[src/rtl/ber_pkg.sv]
// Shared definitions for the BER test sequencer: FSM states, report status codes,
// frame lengths and divider sizing.
package ber_pkg;

    typedef enum logic [2:0] {
        IDLE   = 3'd0,
        CLEAR  = 3'd1,
        SYNC   = 3'd2,
        RUN    = 3'd3,
        LATCH  = 3'd4,
        DIVIDE = 3'd5,
        SEND   = 3'd6
    } ber_state_t;

    localparam logic [7:0] ST_OK    = 8'h00;
    localparam logic [7:0] ST_TMO   = 8'h01;
    localparam logic [7:0] ST_ABORT = 8'h02;

    localparam int FRAME_LEN_BASIC = 4;
    localparam int FRAME_LEN_RAW   = 12;

    localparam int DIV_STEPS = 40;

    function automatic logic [7:0] clamp_percent(input logic [39:0] q);
        return (q > 40'd100) ? 8'd100 : q[7:0];
    endfunction

endpackage

[src/rtl/ber_seq_divider.sv]
// 40/32 restoring divider: one quotient bit per clock, done pulses 40 clocks after start.
// Quotient and remainder are held until the next start.
module ber_seq_divider
    import ber_pkg::*;
(
    input  logic        clk9MHz,
    input  logic        rst_n,
    input  logic        start,
    input  logic [39:0] dividend,
    input  logic [31:0] divisor,
    output logic        done,
    output logic [39:0] quotient,
    output logic [31:0] remainder
);

    logic [39:0] quo_reg;
    logic [31:0] rem_reg;
    logic [5:0]  cnt_reg;
    logic        busy_reg;
    logic        done_reg;
    logic [32:0] trial;
    logic [32:0] diff;

    // Shift the next dividend bit into the partial remainder; a borrow means "does not fit".
    assign trial = {rem_reg, quo_reg[39]};
    assign diff  = trial - {1'b0, divisor};

    always_ff @(posedge clk9MHz or negedge rst_n) begin
        if (!rst_n) begin
            quo_reg  <= '0;
            rem_reg  <= '0;
            cnt_reg  <= '0;
            busy_reg <= 1'b0;
            done_reg <= 1'b0;
        end else begin
            done_reg <= 1'b0;
            if (start) begin
                quo_reg  <= dividend;
                rem_reg  <= '0;
                cnt_reg  <= '0;
                busy_reg <= 1'b1;
            end else if (busy_reg) begin
                if (!diff[32]) begin
                    rem_reg <= diff[31:0];
                    quo_reg <= {quo_reg[38:0], 1'b1};
                end else begin
                    rem_reg <= trial[31:0];
                    quo_reg <= {quo_reg[38:0], 1'b0};
                end
                cnt_reg <= cnt_reg + 6'd1;
                if (cnt_reg == 6'(DIV_STEPS - 1)) begin
                    busy_reg <= 1'b0;
                    done_reg <= 1'b1;
                end
            end
        end
    end

    assign done      = done_reg;
    assign quotient  = quo_reg;
    assign remainder = rem_reg;

endmodule

[src/rtl/ber_test_sequencer.sv]
// Run controller for the RX bit-error checker: clear, sync, timed run, percent, framed report.
// Define BER_RAW_COUNT_REPORT_EN to append raw pass/fail counts to the report frame.
module ber_test_sequencer
    import ber_pkg::*;
#(
    parameter logic [31:0] TEST_LEN     = 32'd80_000_000,
    parameter logic [31:0] SYNC_TIMEOUT = 32'd9_000_000,
    parameter logic [7:0]  HDR_BYTE     = 8'hA5
) (
    input  logic        clk9MHz,
    input  logic        rst_n,
    input  logic        start,
    input  logic        abort,
    input  logic        rx_started_flag,
    input  logic [31:0] pass_cnt,
    input  logic [31:0] fail_cnt,
    output logic        rx_clr,
    output logic        rx_enable,
    output logic        busy,
    output logic        to_uart_valid,
    output logic [7:0]  to_uart_data,
    input  logic        to_uart_ready
);

`ifdef BER_RAW_COUNT_REPORT_EN
    localparam int FRAME_LEN = FRAME_LEN_RAW;
`else
    localparam int FRAME_LEN = FRAME_LEN_BASIC;
`endif

    ber_state_t  state_reg, state_next;
    logic [31:0] tmo_cnt_reg, tmo_cnt_next;
    logic [31:0] run_cnt_reg, run_cnt_next;
    logic        clr_cnt_reg, clr_cnt_next;
    logic        lat_cnt_reg, lat_cnt_next;
    logic [7:0]  status_reg, status_next;
    logic [7:0]  percent_reg, percent_next;
    logic [3:0]  byte_idx_reg, byte_idx_next;

    logic        div_start;
    logic        div_done;
    logic [39:0] dividend;
    logic [39:0] quotient;
    logic [31:0] unused_rem;

    logic [7:0]  body [FRAME_LEN-1];
    logic [7:0]  csum;

    // pass*100 built from shifts: 64 + 32 + 4.
    assign dividend = ({8'd0, pass_cnt} << 6) + ({8'd0, pass_cnt} << 5) + ({8'd0, pass_cnt} << 2);

    ber_seq_divider u_div (
        .clk9MHz   (clk9MHz),
        .rst_n     (rst_n),
        .start     (div_start),
        .dividend  (dividend),
        .divisor   (TEST_LEN),
        .done      (div_done),
        .quotient  (quotient),
        .remainder (unused_rem)
    );

    always_ff @(posedge clk9MHz or negedge rst_n) begin
        if (!rst_n) begin
            state_reg    <= IDLE;
            tmo_cnt_reg  <= '0;
            run_cnt_reg  <= '0;
            clr_cnt_reg  <= 1'b0;
            lat_cnt_reg  <= 1'b0;
            status_reg   <= '0;
            percent_reg  <= '0;
            byte_idx_reg <= '0;
        end else begin
            state_reg    <= state_next;
            tmo_cnt_reg  <= tmo_cnt_next;
            run_cnt_reg  <= run_cnt_next;
            clr_cnt_reg  <= clr_cnt_next;
            lat_cnt_reg  <= lat_cnt_next;
            status_reg   <= status_next;
            percent_reg  <= percent_next;
            byte_idx_reg <= byte_idx_next;
        end
    end

    always_comb begin
        state_next    = state_reg;
        tmo_cnt_next  = tmo_cnt_reg;
        run_cnt_next  = run_cnt_reg;
        clr_cnt_next  = clr_cnt_reg;
        lat_cnt_next  = lat_cnt_reg;
        status_next   = status_reg;
        percent_next  = percent_reg;
        byte_idx_next = byte_idx_reg;
        div_start     = 1'b0;
        rx_clr        = 1'b0;
        rx_enable     = 1'b0;
        to_uart_valid = 1'b0;
        busy          = (state_reg != IDLE);

        case (state_reg)
            IDLE: begin
                if (start) begin
                    state_next   = CLEAR;
                    clr_cnt_next = 1'b0;
                end
            end
            CLEAR: begin
                rx_clr = 1'b1;
                if (clr_cnt_reg) begin
                    state_next   = SYNC;
                    tmo_cnt_next = '0;
                end else begin
                    clr_cnt_next = 1'b1;
                end
            end
            SYNC: begin
                rx_enable    = 1'b1;
                tmo_cnt_next = tmo_cnt_reg + 32'd1;
                if (abort) begin
                    status_next   = ST_ABORT;
                    percent_next  = 8'h00;
                    byte_idx_next = '0;
                    state_next    = SEND;
                end else if (rx_started_flag) begin
                    run_cnt_next = '0;
                    state_next   = RUN;
                end else if (tmo_cnt_reg == SYNC_TIMEOUT - 32'd1) begin
                    status_next   = ST_TMO;
                    percent_next  = 8'h00;
                    byte_idx_next = '0;
                    state_next    = SEND;
                end
            end
            RUN: begin
                rx_enable    = 1'b1;
                run_cnt_next = run_cnt_reg + 32'd1;
                if (abort) begin
                    status_next   = ST_ABORT;
                    percent_next  = 8'h00;
                    byte_idx_next = '0;
                    state_next    = SEND;
                end else if (run_cnt_reg == TEST_LEN - 32'd1) begin
                    lat_cnt_next = 1'b0;
                    state_next   = LATCH;
                end
            end
            LATCH: begin
                // Second settle cycle: counts are final, sample them into the divider.
                if (lat_cnt_reg) begin
                    div_start  = 1'b1;
                    state_next = DIVIDE;
                end else begin
                    lat_cnt_next = 1'b1;
                end
            end
            DIVIDE: begin
                if (div_done) begin
                    status_next   = ST_OK;
                    percent_next  = clamp_percent(quotient);
                    byte_idx_next = '0;
                    state_next    = SEND;
                end
            end
            SEND: begin
                to_uart_valid = 1'b1;
                if (to_uart_ready) begin
                    if (byte_idx_reg == 4'(FRAME_LEN - 1)) begin
                        state_next = IDLE;
                    end else begin
                        byte_idx_next = byte_idx_reg + 4'd1;
                    end
                end
            end
            default: state_next = IDLE;
        endcase
    end

    assign body[0] = HDR_BYTE;
    assign body[1] = status_reg;
    assign body[2] = percent_reg;

`ifdef BER_RAW_COUNT_REPORT_EN
    logic [31:0] pass_reg;
    logic [31:0] fail_reg;

    // Cleared at run start so timeout/abort frames report zero counts.
    always_ff @(posedge clk9MHz or negedge rst_n) begin
        if (!rst_n) begin
            pass_reg <= '0;
            fail_reg <= '0;
        end else if (state_reg == CLEAR) begin
            pass_reg <= '0;
            fail_reg <= '0;
        end else if (div_start) begin
            pass_reg <= pass_cnt;
            fail_reg <= fail_cnt;
        end
    end

    genvar gi;
    generate
        for (gi = 0; gi < 4; gi++) begin : g_raw
            assign body[3+gi] = pass_reg[31-8*gi -: 8];
            assign body[7+gi] = fail_reg[31-8*gi -: 8];
        end
    endgenerate
`else
    logic unused_fail;
    assign unused_fail = ^fail_cnt;
`endif

    always_comb begin
        csum = 8'h00;
        for (int i = 0; i < FRAME_LEN - 1; i++) begin
            csum = csum ^ body[i];
        end
    end

    always_comb begin
        to_uart_data = 8'h00;
        if (state_reg == SEND) begin
            if (byte_idx_reg == 4'(FRAME_LEN - 1)) begin
                to_uart_data = csum;
            end
            for (int i = 0; i < FRAME_LEN - 1; i++) begin
                if (byte_idx_reg == 4'(i)) begin
                    to_uart_data = body[i];
                end
            end
        end
    end

endmodule

[config.mk]
export PLATFORM = sky130hd
export DESIGN_NAME = ber_test_sequencer
export DESIGN_NICKNAME = d
export VERILOG_FILES = /design/src/rtl/ber_pkg.sv /design/src/rtl/ber_seq_divider.sv /design/src/rtl/ber_test_sequencer.sv
export SDC_FILE = /design/constraint.sdc
export NUM_CORES = 1
export LEC_CHECK = 0
export BUFFER_PORTS_ARGS = -buffer_cell sky130_fd_sc_hd__buf_2
export CORE_MARGIN = 4
export CORE_UTILIZATION = 60
export CTS_CLUSTER_SIZE = 24
export DETAILED_ROUTE_END_ITERATION = 6
export GPL_TIMING_DRIVEN = 0
export PLACE_DENSITY_LB_ADDON = 0.12
export SKIP_LAST_GASP = 1
export SYNTH_ARGS = -nofsm -noshare
export SYNTH_HDL_FRONTEND = slang
export SYNTH_SLANG_ARGS = --single-unit
[constraint.sdc]
create_clock -name clk9MHz -period 3.4 [get_ports clk9MHz]
set_clock_uncertainty 0.2 [all_clocks]
set_input_delay 0.68 -clock clk9MHz [delete_from_list [all_inputs] [get_ports clk9MHz]]
set_output_delay 0.68 -clock clk9MHz [all_outputs]
set_load 0.01 [all_outputs]
==> results of run 1 <==
## cell usage after synthesis, drive strengths merged (13+ instances only)
cell type  instances
a21o              13
a21oi             79
and3              22
buf               15
clkbuf            35
dfrtp            163
fa                29
ha                44
inv               22
mux2              14
mux2i             37
nand2            126
nand3             46
nand4             37
nor2             100
nor4              15
o211ai            14
o21ai            128
o31ai             15
xnor2             18
xor2              61
## logic make-up (layout without fill, tap and decap cells)
logic type | Yosys count | count (layout) | share of synthesized area, %
compound gates | 327 | 327 | 18.5
flops | 163 | 163 | 37.5
fa+ha+maj | 73 | 73 | 10.4
mux | 51 | 51 | 4.86
simple gates | 421 | 421 | 19.5
buf+inv | 73 | 160 | 2.91
xor+xnor | 79 | 79 | 6.36
## path summary, 6_finish.rpt
kind                       slack [ps]  depth (start not counted)                        endpoint                        start
setup / recovery                   80                         11  u_div.quotient[37]$_DFFE_PN0P_                  pass_cnt[4]
hold / removal                    0.8                          1      run_cnt_reg[4]$_DFFE_PN0P_                        rst_n
setup reg to reg                  510                          9      percent_reg[0]$_DFFE_PN0P_   tmo_cnt_reg[0]$_DFFE_PN0P_
hold reg to reg                   290                          1     tmo_cnt_reg[31]$_DFFE_PN0P_  tmo_cnt_reg[31]$_DFFE_PN0P_
max in group asynchronous        2160                          2      tmo_cnt_reg[6]$_DFFE_PN0P_                        rst_n
min in group clk9MHz              290                          1     tmo_cnt_reg[31]$_DFFE_PN0P_  tmo_cnt_reg[31]$_DFFE_PN0P_
## what timing repair did
item / 4_1_cts / 5_1_grt
setup buffers: 1 / 5
resized for setup: 2 / 22
endpoints found under the setup margin: 6 / 17
pin swaps: 1 / 8
## metrics by stage
step / instance area [µm²] / setup slack (ps) / cells / power, mW / TNS [ps]
finish: 12200 / 75.9 / 1499 / 8.88 / 0
CTS: 12100 / -7.21 / 1495 / 8.84 / -7.21
global route: 12200 / -50.0 / 1499 / 9.60 / -50.0
floorplan: 10900 / 8.39 / 1187 / 5.80 / 0
global placement: 11400 / -1040 / 1461 / 6.66 / -173200
detailed placement: 11500 / -558 / 1462 / 6.78 / -6630
## cell type report
cell class                      count  area, µm²  area share, %
Tap cell                          225        282           2.31
Sequential cell                   163       4080           33.4
Clock inverter                     15        194           1.59
Buffer                             49        221           1.81
Inverter                           23       91.3          0.748
Clock buffer                       17        425           3.48
Timing Repair Buffer               56        340           2.79
Multi-Input combinational cell    951       6580           53.9
## where the power goes
part	internal, mW	total, mW	switching [mW]
registers	2.52	3.07	0.558
clock network	1.18	2.03	0.848
logic	1.58	3.78	2.21
## per-layer routing
| metal | vias up | global-route usage (%) | wire length, µm |
|---|---|---|---|
| met4 | 0 | 9.85 | 605 |
| li1 | 4473 | - | - |
| met3 | 48 | 3.18 | 893 |
| met2 | 190 | 41.9 | 11900 |
| met1 | 4409 | 36.7 | 11700 |
| met5 | - | 0 | 0 |
==> flow_summary.ini, run 1 <==
[critical_path]
critical_path.slowest_cell = fa_1
cp_cell_sequence = buf_2 -> fa_1 -> ha_1 -> a21oi_2 -> o31ai_4 -> a31oi_1 -> o41ai_2 -> buf_4 -> a311oi_1 -> xor2_1 -> o21ai_0
path_buf_inv = 2
cp_max_fo = 5
cp.arrival_ps = 3410
worst-endpoint-required_ps = 3480
path_delay_family = compound AO/OA/AOI/OAI gates
critPathLaunchType = input pin
slowest_delay_ps = 480
cp-end-kind = register
path_class = in2reg

[synthesis]
synth_nets = 1330
yosys.area.top_type_share_pct = 37.5
yosysSeqAreaShare_pct = 37.5
ys_seq_elements = 163
synth-edff-count = 0
async_flop_share_pct = 100
ys.flop_type = dfrtp_1
avgSynthCellArea_um2 = 9.16
ys_types = 82
synth_area_um2 = 10900
yosys.area.top_type = dfrtp_1
syn_inst = 1187
ys_warn_count = 0
synth.area.top_cells = dfrtp_1 38%, o21ai_0 5.8%, fa_1 5.3%

[cells_and_area]
largest_reg_flops = 40
final_core_util_pct = 69.6
antenna_cells = 0
finalNetCount = 1404
area_growth_pct = 12.3
mostFrequentLayoutCells = 163 x dfrtp_1, 125 x nand2_1, 121 x o21ai_0, 97 x nor2_1, 74 x a21oi_1
layout-drive-gt1-share_pct = 12.0
layout_commonest_cell = dfrtp_1
nFillCells = 1421

[clock_network]
cts_inserted_buffers = 17
insertion_delay_ps = 430
postCtsHoldBufs = 0
cts_sinks = 163
ctsLongestPathBuffers = 2
path_clk_slew_ps = 70
clockRootBuffer = clkbuf_16
cts_tree = built
cts_max_level = 4

[die]
core_area_um2 = 17500
row_count = 48
pin_count = 82
die_w_um = 143
start_util_pct = 62.0
die_area_um2 = 20300
die_y_um = 143

[power_and_ir_drop]
vdd_drop_max_mv = 0.506
powerDensity_nw_per_um2 = 728
p_leak_nw = 5.54

[route]
route.detailed.drc = 0
vias = 9120
viasPerCell = 6.08
wl_per_cell_um = 16.7
dr.pass1.iters = 5
postRouteAntennaNets = 0
routed_wl_um = 25100
dr.first_iter.drc_count = 665

[outcome]
outcome = finished clean

[worst_hold_path]
min_path_type = in2async

[timing]
period_share_pct = 97.8
hold_ws_ps = 0.780
finalCriticalPeriod_ps = 3320
hold_viol_final = 0
max_freq_mhz = 301
setup_viol = 0
slew_viol_final = 0
max-slew-margin-rel_pct = 53.2
worst_pin_slew_ps = 702
grt_setup_unrepaired = yes

[grt]
globalRouteOverflowTotal = 0
grt_usage_pct = 26.2
grt_pass1_vias = 9175
antenna_found_initial = 0
grt_max_degree = 87
grt_first_pass_wirelength_um = 44000

[placed_design]
io_buffers = 49
place_hpwl_um = 18400
gp_congestion = 0.914

[run]
maxCapViolCount = 0
(Power assumes the default switching activity.)
==> run 2: changes to the inputs <==
Settings changed: CORE_UTILIZATION 60 to 51.
==> run 2 against run 1 <==
  * Hold slack better by 26 ps
  * Sequential power about the same
  * Utilization is 11 points lower
  * Clock power up 2%
  * Fmax up 0.54%
  * First-iteration DRC count fell by 14%
  * Flip-flop and latch count did not move
  * Final area increased by 0.17%
  * Highest routed layer unchanged
==> flow_summary.ini, run 2 (synthesis results as in run 1) <==
[outcome]
outcome = finished clean

[timing]
hold_viol_final = 0
setup_viol = 0
tns_ps = 0
finalCriticalPeriod_ps = 3310
max_freq_mhz = 302
period_share_pct = 97.2
fin_ws_ps = 93.7
slew_viol_final = 0
grt_setup_unrepaired = yes
hold_ws_ps = 26.4
max-slew-margin-rel_pct = 55.1
worst_pin_slew_ps = 673

[power_and_ir_drop]
p_leak_nw = 5.53
powerDensity_nw_per_um2 = 724
vdd_drop_max_mv = 0.376
power.total_mw = 8.86

[die]
pin_count = 82
die_y_um = 154
start_util_pct = 51.7
die_area_um2 = 23700
die_w_um = 154
row_count = 53
core_area_um2 = 21000

[clock_network]
cts_tree = built
clockRootBuffer = clkbuf_16
cts_max_level = 4
path_clk_slew_ps = 70
cts_inserted_buffers = 17
insertion_delay_ps = 430
cts_sinks = 163
ctsLongestPathBuffers = 2

[run]
maxCapViolCount = 0

[grt]
antenna_found_initial = 0
grt_first_pass_wirelength_um = 43300
grt_usage_pct = 21.6
grt_max_degree = 85
grt_pass1_vias = 8866
globalRouteOverflowTotal = 0

[route]
routed_wl_um = 25000
dr.first_iter.drc_count = 570
vias = 9003
dr.pass1.iters = 5
route.detailed.drc = 0
viasPerCell = 5.83
wl_per_cell_um = 16.2
postRouteAntennaNets = 0

[placed_design]
place_hpwl_um = 18600
gp_congestion = 0.856
dp_slack_ps = -547
io_buffers = 49

[critical_path]
critPathLaunchType = input pin
critPathMostFrequentCell = o21ai_0
cp.arrival_ps = 3460
path_class = in2reg
worst-endpoint-required_ps = 3550
critical_path.slowest_cell = fa_1
slowest_delay_ps = 500
cp_cell_sequence = buf_2 -> fa_1 -> ha_1 -> clkbuf_1 -> a21oi_1 -> o21ai_0 -> a211oi_2 -> o21ai_0 -> a21boi_0 -> xor2_1 -> o21ai_0
cp_max_fo = 7
cp-end-kind = register

[cells_and_area]
layout_commonest_cell = dfrtp_1
final_core_util_pct = 58.2
mostFrequentLayoutCells = 163 x dfrtp_1, 125 x nand2_1, 123 x o21ai_0, 98 x nor2_1, 74 x a21oi_1
largest_reg_flops = 40
antenna_cells = 0
finalNetCount = 1400
area_growth_pct = 12.5
nFillCells = 1871
layout-drive-gt1-share_pct = 11.3

[worst_hold_path]
min_path_type = in2async
-- run 2: layer usage --
metal	GRT usage, %	vias to the layer above	wire, µm
li1	-	4454	-
met1	31.3	4348	12200
met2	34.7	177	11700
met3	3.24	24	848
met4	4.46	0	261
met5	0	-	0
-- run 2: layout make-up --
cell class              count  area, µm²  share of cell area, %
plain buffers              50        225                   1.84
clock buffers              20        467                   3.82
clock inverters            12        176                   1.44
inverters                  23       91.3                  0.747
multi-input cells         951       6560                   53.6
flip-flops and latches    163       4080                   33.3
well taps                 275        344                   2.81
repair buffers             51        290                   2.37
-- run 2: critical path, delay by kind of cell --
family / cells / cell delay [ps]
buf+inv: 2 / 420
compound gates: 6 / 1390
fa+ha+maj: 2 / 790
xor+xnor: 1 / 170
-- run 2: timing repair --
action	in CTS	in global routing
cloned	0	0
pin swaps	0	6
buffers inserted	0	1
gates resized for setup	2	9
setup endpoints to repair	3	11
hold buffers	0	0
-- run 2: per-stage QoR --
step	cells	cell area (µm²)
2_1_floorplan	1187	10900
3_3_place_gp	1511	11500
3_5_place_dp	1512	11500
4_1_cts	1544	12200
5_1_grt	1545	12200
6_report	1545	12200
-- run 2: final timing paths --
| kind | cells after the start | endpoint | startpoint | slack [ps] |
|---|---|---|---|---|
| worst min-delay path | 1 | run_cnt_reg[30]$_DFFE_PN0P_ | rst_n | 30 |
| worst max register to register | 9 | percent_reg[3]$_DFFE_PN0P_ | tmo_cnt_reg[0]$_DFFE_PN0P_ | 590 |
| worst min register to register | 1 | tmo_cnt_reg[31]$_DFFE_PN0P_ | tmo_cnt_reg[31]$_DFFE_PN0P_ | 280 |
| min in group clk9MHz | 1 | tmo_cnt_reg[31]$_DFFE_PN0P_ | tmo_cnt_reg[31]$_DFFE_PN0P_ | 280 |
| worst max-delay path | 11 | u_div.quotient[33]$_DFFE_PN0P_ | pass_cnt[8] | 90 |
| max in group asynchronous | 2 | tmo_cnt_reg[23]$_DFFE_PN0P_ | rst_n | 2150 |
-- run 2: report_power, final --
group / switching, mW / internal, mW
clock: 0.785 / 1.29
sequential: 0.533 / 2.52
combinational: 2.19 / 1.55
total: 3.51 / 5.36
==> run 3: changes to the inputs <==
==> constraint.sdc (replaced) <==
create_clock -name clk9MHz -period 3.4 [get_ports clk9MHz]
set_clock_uncertainty 0.2 [all_clocks]
set_input_delay 0.17 -clock clk9MHz [delete_from_list [all_inputs] [get_ports clk9MHz]]
set_output_delay 0.17 -clock clk9MHz [all_outputs]
set_load 0.01 [all_outputs]
==> run 3 against run 2 <==
  * Final area decreased by 0.44%
  * Utilization down 0.26 points
  * Clock power down 7%
  * Register-to-register slack got worse by 70 ps
  * Fmax increased by 1.7%
  * Via count up 0.70%
  * First-iteration DRC count is 27% lower
  * Routed wire length rose by 1.3%
  * Clock-buffer cell count shrank 1
  * Critical path type unchanged
  * Critical endpoint is now u_div.quotient[34]$_DFFE_PN0P_
  * Largest power group unchanged
==> flow_summary.ini, run 3 (synthesis results as in run 1) <==
[die]
row_count = 53
core_area_um2 = 21000
die_w_um = 154
start_util_pct = 51.7
die_area_um2 = 23700
die_y_um = 154
pin_count = 82

[power_and_ir_drop]
p_leak_nw = 5.51
powerDensity_nw_per_um2 = 715
vdd_drop_max_mv = 0.390

[cells_and_area]
largest_reg_flops = 40
mostFrequentLayoutCells = 163 x dfrtp_1, 125 x nand2_1, 124 x o21ai_0, 98 x nor2_1, 78 x a21oi_1
antenna_cells = 0
area_growth_pct = 12.0
layout_commonest_cell = dfrtp_1
layout-drive-gt1-share_pct = 10.3
finalNetCount = 1408
fin_area_um2 = 12200
final_core_util_pct = 57.9

[timing]
grt_setup_unrepaired = yes
hold_viol_final = 0
setup_viol = 0
period_share_pct = 95.6
max-slew-margin-rel_pct = 53.3
finalCriticalPeriod_ps = 3250
slew_viol_final = 0
max_freq_mhz = 308
worst_pin_slew_ps = 700

[critical_path]
timing.rr.start = tmo_cnt_reg[0]$_DFFE_PN0P_
cp-end-kind = register
r2r_cells = 9
worst-endpoint-required_ps = 3490
cp_max_fo = 4
critPathLaunchType = input pin
cp.arrival_ps = 3340
rrSetupSlack_ps = 520
path_class = in2reg
r2r_end = percent_reg[4]$_DFFE_PN0P_

[run]
maxCapViolCount = 0

[clock_network]
cts_tree = built
cts_inserted_buffers = 17
path_clk_slew_ps = 60
clockRootBuffer = clkbuf_16
cts_sinks = 163
cts_max_level = 4
insertion_delay_ps = 430
ctsLongestPathBuffers = 2

[grt]
grt_max_degree = 85
grt_pass1_vias = 8884
grt_first_pass_wirelength_um = 43100
antenna_found_initial = 0
grt_usage_pct = 21.6
globalRouteOverflowTotal = 0

[route]
wl_per_cell_um = 16.3
viasPerCell = 5.84
dr.first_iter.drc_count = 414
route.detailed.drc = 0
dr.pass1.iters = 5
postRouteAntennaNets = 0
vias = 9066
routed_wl_um = 25300

[worst_hold_path]
hold_depth = 4
hold_path_startpoint = to_uart_ready
min_to = state_reg[2]$_DFFE_PN0P_
min_path_type = in2reg

[placed_design]
gp_congestion = 0.881
placed_area_um2 = 11500
place_hpwl_um = 18800
io_buffers = 49

[outcome]
outcome = finished clean
[run 3: cell count changes in the layout (fill, tap and decap cells not counted), moves of 2 or more]
cell,delta
dlygate4sd3_1,+8
a211oi_1,+3
a211oi_4,-2
a21oi_2,-3
a21oi_1,+4
bufinv_16,-2
[run 3: stage by stage]
stage	setup TNS (ps)	instances	hold WS [ps]	power, mW	setup WS (ps)
4_1_cts	0	1551	2.30	8.75	16.3
6_report	0	1552	29.0	8.71	149
2_1_floorplan	0	1187	-326	5.79	355
3_3_place_gp	-99820	1511	257	6.69	-621
5_1_grt	-34.2	1552	68.1	9.39	-34.2
3_5_place_dp	-1130	1512	1.57	6.79	-298
[run 3: layout make-up]
| class | count | area [µm²] |
|---|---|---|
| tap | 275 | 344 |
| timing repair buffer | 59 | 370 |
| clock buffer | 19 | 453 |
| sequential | 163 | 4080 |
| inverter | 23 | 91.3 |
| clock inverter | 12 | 133 |
| multi-input combinational | 951 | 6480 |
| fill | 1896 | 8840 |
| buffer | 50 | 225 |
[run 3: layer usage]
layer / GRT usage, % / up-vias / wire length [µm]
met4: 5.34 / 0 / 353
met1: 29.8 / 4399 / 12300
met5: 0 / - / 0
met2: 35.7 / 151 / 12000
li1: - / 4485 / -
met3: 3.35 / 31 / 696
[run 3: power by group]
group / internal, mW / total, mW / switching [mW]
registers: 2.52 / 3.06 / 0.539
logic: 1.54 / 3.73 / 2.19
clock network: 1.12 / 1.92 / 0.801
total: 5.18 / 8.71 / 3.53
[run 3: timing repair]
action	4_1_cts	5_1_grt
setup endpoints to repair	0	6
buffers inserted	0	1
resized for setup	0	2
hold buffers	8	0
hold endpoints to repair	85	0
[run 3: worst max-delay path by stage]
stage / from / to / slack [ps] / depth (start not counted)
2_1_floorplan: pass_cnt[0] / u_div.quotient[34]$_DFFE_PN0P_ / 350 / 12
3_3_place_gp: rst_n / u_div.remainder[22]$_DFFE_PN0P_ / -620 / 1
3_5_place_dp: pass_cnt[0] / u_div.quotient[38]$_DFFE_PN0P_ / -300 / 13
4_1_cts: pass_cnt[0] / u_div.quotient[38]$_DFFE_PN0P_ / 20 / 12
5_1_grt: pass_cnt[0] / u_div.quotient[34]$_DFFE_PN0P_ / -30 / 12
6_report: pass_cnt[0] / u_div.quotient[34]$_DFFE_PN0P_ / 150 / 12
[run 3: critical path: stages]
cell and delay [ps]:
buf_2 130, dlygate4sd3_1 560, ha_1 200, ha_1 220, fa_1 410, a21oi_1 250
o21ai_1 210, a211oi_2 410, a211oi_1 190, a221oi_1 340, xor2_1 190, o21ai_0 80
